[config.mk]
export PLATFORM = sky130hd
export DESIGN_NAME = fb_scan_reader
export DESIGN_NICKNAME = d
export VERILOG_FILES = /design/src/rtl/fb_scan_reader.sv
export SDC_FILE = /design/constraint.sdc
export NUM_CORES = 1
export LEC_CHECK = 0
export CELL_PAD_IN_SITES_DETAIL_PLACEMENT = 1
export CELL_PAD_IN_SITES_GLOBAL_PLACEMENT = 1
export CORE_UTILIZATION = 48
export DETAILED_ROUTE_END_ITERATION = 12
export GPL_TIMING_DRIVEN = 0
export PLACE_DENSITY_LB_ADDON = 0.1
export SYNTH_ARGS = -nofsm -noshare
export SYNTH_HDL_FRONTEND = slang
export SYNTH_SLANG_ARGS = --single-unit
[constraint.sdc]
create_clock -name clock_i -period 6.1 [get_ports clock_i]
set_input_delay 1.22 -clock clock_i [delete_from_list [all_inputs] [get_ports clock_i]]
set_output_delay 1.22 -clock clock_i [all_outputs]
set_load 0.005 [all_outputs]
[src/rtl/fb_scan_reader.sv]
// fb_scan_reader: raster-order frame-buffer read master with a 2-cycle latency pipe and a credit-limited skid FIFO
module fb_scan_reader #(
    parameter int WIDTH      = 640,
    parameter int HEIGHT     = 480,
    parameter int DATA_SIZE  = 4,
    parameter int FIFO_DEPTH = 4
) (
    input  logic                        clock_i,
    input  logic                        reset_i,
    input  logic                        start_i,
    output logic                        busy_o,
    output logic                        frame_done_o,
    output logic                        rd_en_o,
    output logic [18:0]                 rd_addr_o,
    input  logic signed [DATA_SIZE-1:0] rd_data_i,
    output logic                        pix_valid_o,
    input  logic                        pix_ready_i,
    output logic signed [DATA_SIZE-1:0] pix_data_o,
    output logic [9:0]                  pix_x_o,
    output logic [8:0]                  pix_y_o,
    output logic                        pix_sof_o,
    output logic                        pix_eol_o
);
    localparam int AW = $clog2(FIFO_DEPTH);
    localparam int TW = 21;
    localparam int EW = DATA_SIZE + TW;

    typedef enum logic [1:0] {IDLE, RUN, DRAIN} state_t;

    state_t        state_q, state_d;
    logic [18:0]   addr_q, addr_d;
    logic [9:0]    x_q, x_d;
    logic [8:0]    y_q, y_d;
    logic          p1_v_q, p2_v_q;
    logic [TW-1:0] p1_tag_q, p2_tag_q;
    logic [EW-1:0] mem_q [FIFO_DEPTH];
    logic [AW-1:0] wr_ptr_q, rd_ptr_q;
    logic [AW:0]   count_q, count_d;
    logic          credit, issue, last_col, last_px, pop, done;

    // Reads in flight are counted against FIFO space so a full FIFO can always absorb them.
    assign credit       = int'(count_q) + int'(p1_v_q) + int'(p2_v_q) < FIFO_DEPTH;
    assign last_col     = x_q == 10'(WIDTH - 1);
    assign last_px      = last_col && y_q == 9'(HEIGHT - 1);
    assign issue        = state_q == RUN && credit;
    assign pix_valid_o  = count_q != '0;
    assign pop          = pix_valid_o && pix_ready_i;
    assign done         = state_q == DRAIN && !p1_v_q && !p2_v_q &&
                          (count_q == '0 || (count_q == {{AW{1'b0}}, 1'b1} && pop));
    assign busy_o       = state_q != IDLE;
    assign frame_done_o = done;
    assign rd_en_o      = issue;
    assign rd_addr_o    = addr_q;
    assign count_d      = count_q + {{AW{1'b0}}, p2_v_q} - {{AW{1'b0}}, pop};
    assign {pix_data_o, pix_x_o, pix_y_o, pix_sof_o, pix_eol_o} = mem_q[rd_ptr_q];

    // Scan sequencing: start in IDLE arms the walk, each issued read advances the raster position.
    always_comb begin
        state_d = state_q;
        addr_d  = addr_q;
        x_d     = x_q;
        y_d     = y_q;
        if (state_q == IDLE && start_i) begin
            state_d = RUN;
            addr_d  = '0;
            x_d     = '0;
            y_d     = '0;
        end
        if (issue) begin
            addr_d  = addr_q + 19'd1;
            x_d     = last_col ? 10'd0 : x_q + 10'd1;
            y_d     = last_col ? y_q + 9'd1 : y_q;
            state_d = last_px ? DRAIN : RUN;
        end
        if (done) state_d = IDLE;
    end

    // Control state, tag pipe matching the RAM latency, and FIFO pointers.
    always_ff @(posedge clock_i or posedge reset_i) begin
        if (reset_i) begin
            state_q  <= IDLE;
            addr_q   <= '0;
            x_q      <= '0;
            y_q      <= '0;
            p1_v_q   <= 1'b0;
            p2_v_q   <= 1'b0;
            p1_tag_q <= '0;
            p2_tag_q <= '0;
            wr_ptr_q <= '0;
            rd_ptr_q <= '0;
            count_q  <= '0;
        end else begin
            state_q  <= state_d;
            addr_q   <= addr_d;
            x_q      <= x_d;
            y_q      <= y_d;
            p1_v_q   <= issue;
            p2_v_q   <= p1_v_q;
            p1_tag_q <= {x_q, y_q, addr_q == '0, last_col};
            p2_tag_q <= p1_tag_q;
            wr_ptr_q <= wr_ptr_q + AW'(p2_v_q);
            rd_ptr_q <= rd_ptr_q + AW'(pop);
            count_q  <= count_d;
        end
    end

    // FIFO storage: only a stage-2 valid captures rd_data, so stale RAM output never enters.
    always_ff @(posedge clock_i) begin
        if (p2_v_q) mem_q[wr_ptr_q] <= {rd_data_i, p2_tag_q};
    end
endmodule

==> results.sh, run 1 <==
export IMPL_gp_congestion=0.8017
export IMPL_max_slew_worst_pin_slew_ns=0.8883
export IMPL_ctsHoldBuffers=0
export IMPL_post_cts_setup_buffer_count=0
export IMPL_cp_arrival_ns=2.92
export IMPL_finalNonFillerCells=737
export IMPL_worst_path_max_delay_cell="sky130_fd_sc_hd__clkdlybuf4s50_1"
export IMPL_reg2regPathDepth=6
export IMPL_final_max_slew_violation_count=0
export IMPL_cts_tree="built"
export IMPL_seq_area_frac_synth_pct=70.65
export IMPL_grt_met3_usage_pct=4.091
export IMPL_dr_total_vias=4367
export IMPL_min_path_cells=0
export IMPL_max_vdd_ir_drop_mv=0.2419
export IMPL_worstSkewPairLatency_ns=0.43
export IMPL_grt_met2_usage_pct=37.50
export IMPL_synth_seq_cells=191
export IMPL_avgViaCountPerCell=5.925
export IMPL_setup_worst_path_end_class="output pin"
export IMPL_cts_clk_slew_worst_paths_ns=0.07
export IMPL_timing_critical_path_fanout_max=11
export IMPL_report_final_hold_viol_count=0
export IMPL_place_port_buffers=55
export IMPL_ys_async_sr_fraction_pct=47.64
export IMPL_fin_ws_ns=1.960
export IMPL_first_pass_grt_wire_length_mm=25.93
export IMPL_ctsRootBufferMaster="sky130_fd_sc_hd__clkbuf_16"
export IMPL_timing_final_crit_share_pct=67.86
export IMPL_mostFrequentLayoutCells="sky130_fd_sc_hd__edfxtp_1 (100), sky130_fd_sc_hd__dfrtp_1 (91), sky130_fd_sc_hd__clkdlybuf4s50_1 (55), sky130_fd_sc_hd__nand2_1 (29), sky130_fd_sc_hd__mux4_2 (25)"
export IMPL_tns_ns=0
export IMPL_worstHoldPathType="reg2reg"
export IMPL_final_layout_size_suffix_gt1_share_pct=16.03
export IMPL_cts_resized=0
export IMPL_yosys_most_used_dff="sky130_fd_sc_hd__edfxtp_1"
export IMPL_yosys_warnings=0
export IMPL_avgSynthCellArea_sq_um=16.28
export IMPL_number_of_buffers_added_by_the_clock_tree_synthesis_step=17
export IMPL_die_height_um=126.8
export IMPL_worstSetupPathType="reg2out"
export IMPL_first_global_vias=4704
export IMPL_commonest_non_fill_non_tap_cell_in_the_layout="sky130_fd_sc_hd__edfxtp_1"
export IMPL_initial_core_utilization_pct=49.16
export IMPL_synth_edf_count=100
export IMPL_relSlewSlack_pct=40.52
export IMPL_grt_max_degree=52
export IMPL_syn_nets=476
export IMPL_dpl_worst_slack_ns=2.262
export IMPL_synthesis_instances=459
export IMPL_achievable_frequency_ghz=0.2416
export IMPL_grt_antenna_before_repair=0
export IMPL_layout_nets=553
export IMPL_postRouteAntennaNets=0
export IMPL_slowest_delay_ns=0.56
export IMPL_grt_busiest_layer="met2"
export IMPL_path_buf_inv=3
export IMPL_number_of_clock_sinks=191
export IMPL_ff2ff_setup_slack_ns=3.73
export IMPL_drt_wirelength_per_cell_um=21.32
export IMPL_core_area_sq_um=15200
export IMPL_final_setup_violations=0
export IMPL_cp_data_required_time_ns=4.88
export IMPL_post_route_drc_count=0
export IMPL_initialDrtViolationCount=283
export IMPL_die_outline_area_sq_um=16070
export IMPL_path_depth=7
export IMPL_drt_first_pass_iters=4
export IMPL_antenna_diode_count=0
export IMPL_clock_tree_htree_level_count=4
export IMPL_cp_cell_instances="ha_1 -> a21o_4 -> a22o_1 -> buf_6 -> nor2_1 -> buf_2 -> clkdlybuf4s50_1"
export IMPL_globalRouteOverflowTotal=0
export IMPL_syn_area_sq_um=7473
export IMPL_drv_cap=0
export IMPL_met1_track_demand_over_resource_pct=27.24
export IMPL_placementRows=45
export IMPL_final_setup_skew_ns=0.008353
export IMPL_detailedPlacementHpwl_mm=10.23
export IMPL_finalWorstPathRequiredPeriod_ns=4.140
export IMPL_place_inst=705
export IMPL_setup_worst_path_start_class="flip-flop"
export IMPL_rsz0062_at_grt="no"
export IMPL_area_growth_syn_to_layout_pct=19.76
export IMPL_synth_lib_cells_used_distinct=52
export IMPL_cellPowerDensity_nw_per_um2=471.1
export IMPL_grt_total_usage_pct=21.84
export IMPL_finalHoldWorstSlack_ns=0.3450
export IMPL_route_final_wire_length_mm=15.71
export IMPL_total_i_o_pin_count=56
export IMPL_leakagePower_uw=0.003507
export IMPL_status="finished, final reports clean"
export IMPL_cts_max_path_buffers=2
export IMPL_dieWidth_um=126.8
export IMPL_post_route_util_pct=58.87
export IMPL_critical_path_top_delay_family="buffers and inverters"
[cell type report]
cell class                 instances  area [sq um]
fill                            1407          6252
clock buffer                      17         425.4
timing repair buffer              58         600.6
buffer                            19         102.6
multi-input combinational        240          2072
clock inverter                    15         197.7
inverter                           9         36.28
tap                              188         235.2
sequential                       191          5280
[layer usage]
metal	vias up	wire [um]
met5	-	0
met4	0	255
met2	93	8093
li1	1962	-
met3	21	428
met1	2291	6936
[synth_stat cells (5+ instances only)]
master                       n  area, sq um
sky130_fd_sc_hd__and4_1      7        61.31
sky130_fd_sc_hd__and3_1      5        31.28
sky130_fd_sc_hd__buf_2      10        50.05
sky130_fd_sc_hd__nand3_1    14        70.07
sky130_fd_sc_hd__nand4_1    18        112.6
sky130_fd_sc_hd__o21ai_0     7        35.03
sky130_fd_sc_hd__a221o_1    15        150.1
sky130_fd_sc_hd__and2_1      5        31.28
sky130_fd_sc_hd__nand2_1    29        108.9
sky130_fd_sc_hd__inv_1       8        30.03
sky130_fd_sc_hd__mux2i_1    11        110.1
sky130_fd_sc_hd__ha_1        8        100.1
sky130_fd_sc_hd__mux4_2     25        563.0
sky130_fd_sc_hd__clkbuf_1    5        18.77
sky130_fd_sc_hd__dfrtp_1    91         2277
sky130_fd_sc_hd__nor4_1     18        112.6
sky130_fd_sc_hd__edfxtp_1  100         3003
sky130_fd_sc_hd__nor2_1     14        52.55
sky130_fd_sc_hd__nor3_1     11        55.05
[power breakdown]
group	internal (uW)	leakage [uW]	switching [uW]	total, uW
registers	1600	0.00216	157	1760
logic	631	0.00105	665	1300
clock network	660	0.000299	497	1160
total	2900	0.00351	1320	4220
[stage by stage]
stage          cell area (sq um)  power, uW
3_3_place_gp                8259       3041
2_1_floorplan               7473       2492
3_5_place_dp                8324       3102
4_1_cts                     8947       4267
5_1_grt                     8950       4436
6_report                    8950       4216
[cells by family (layout without fill, tap and decap cells)]
kind of cell,count (synthesis),after routing,share of synthesized area (%)
compound gates,46,46,5.424
flops,191,191,70.65
fa+ha+maj,9,9,1.607
mux,38,38,9.309
buf+inv,28,118,1.825
xor+xnor,4,4,0.4689
simple gates,143,143,10.71
[state kept, by name, indices dropped and copies added, names as in the netlist]
register / flops
rd_addr_o: 19
state_q: 2
p1_v_q: 1
p1_tag_q: 21
y_q: 9
p2_tag_q: 21
p2_v_q: 1
mem_q: 100
count_q: 3
rd_ptr_q: 2
x_q: 10
wr_ptr_q: 2
[worst paths after layout]
path	from	to
max	p2_v_q$_DFF_PP0_	rd_en_o
min	p1_tag_q[15]$_DFF_PP0_	p2_tag_q[15]$_DFF_PP0_
max reg2reg	p2_v_q$_DFF_PP0_	y_q[0]$_DFFE_PP0P_
min reg2reg	p1_tag_q[15]$_DFF_PP0_	p2_tag_q[15]$_DFF_PP0_
max in group asynchronous	reset_i	p1_tag_q[5]$_DFF_PP0_
min in group asynchronous	reset_i	rd_addr_o[5]$_DFFE_PP0P_
Power figures use the tool's default switching activity.
==> inputs of run 2 (changes only) <==
==> constraint.sdc (replaced) <==
create_clock -name clock_i -period 4.1 [get_ports clock_i]
set_input_delay 0.82 -clock clock_i [delete_from_list [all_inputs] [get_ports clock_i]]
set_output_delay 0.82 -clock clock_i [all_outputs]
set_load 0.005 [all_outputs]
==> results of run 2 <==
The final DEF is identical to that of run 1. Status: finished, final reports clean.
Main changes from that run: setup slack after placement 2.262 ns -> 0.8216 ns; setup slack after layout 1.960 ns -> 0.3603 ns; register-to-register setup slack 3.73 ns -> 1.73 ns; total power 4216 uW -> 6272 uW; worst IR drop on VDD 0.2419 mV -> 0.3598 mV
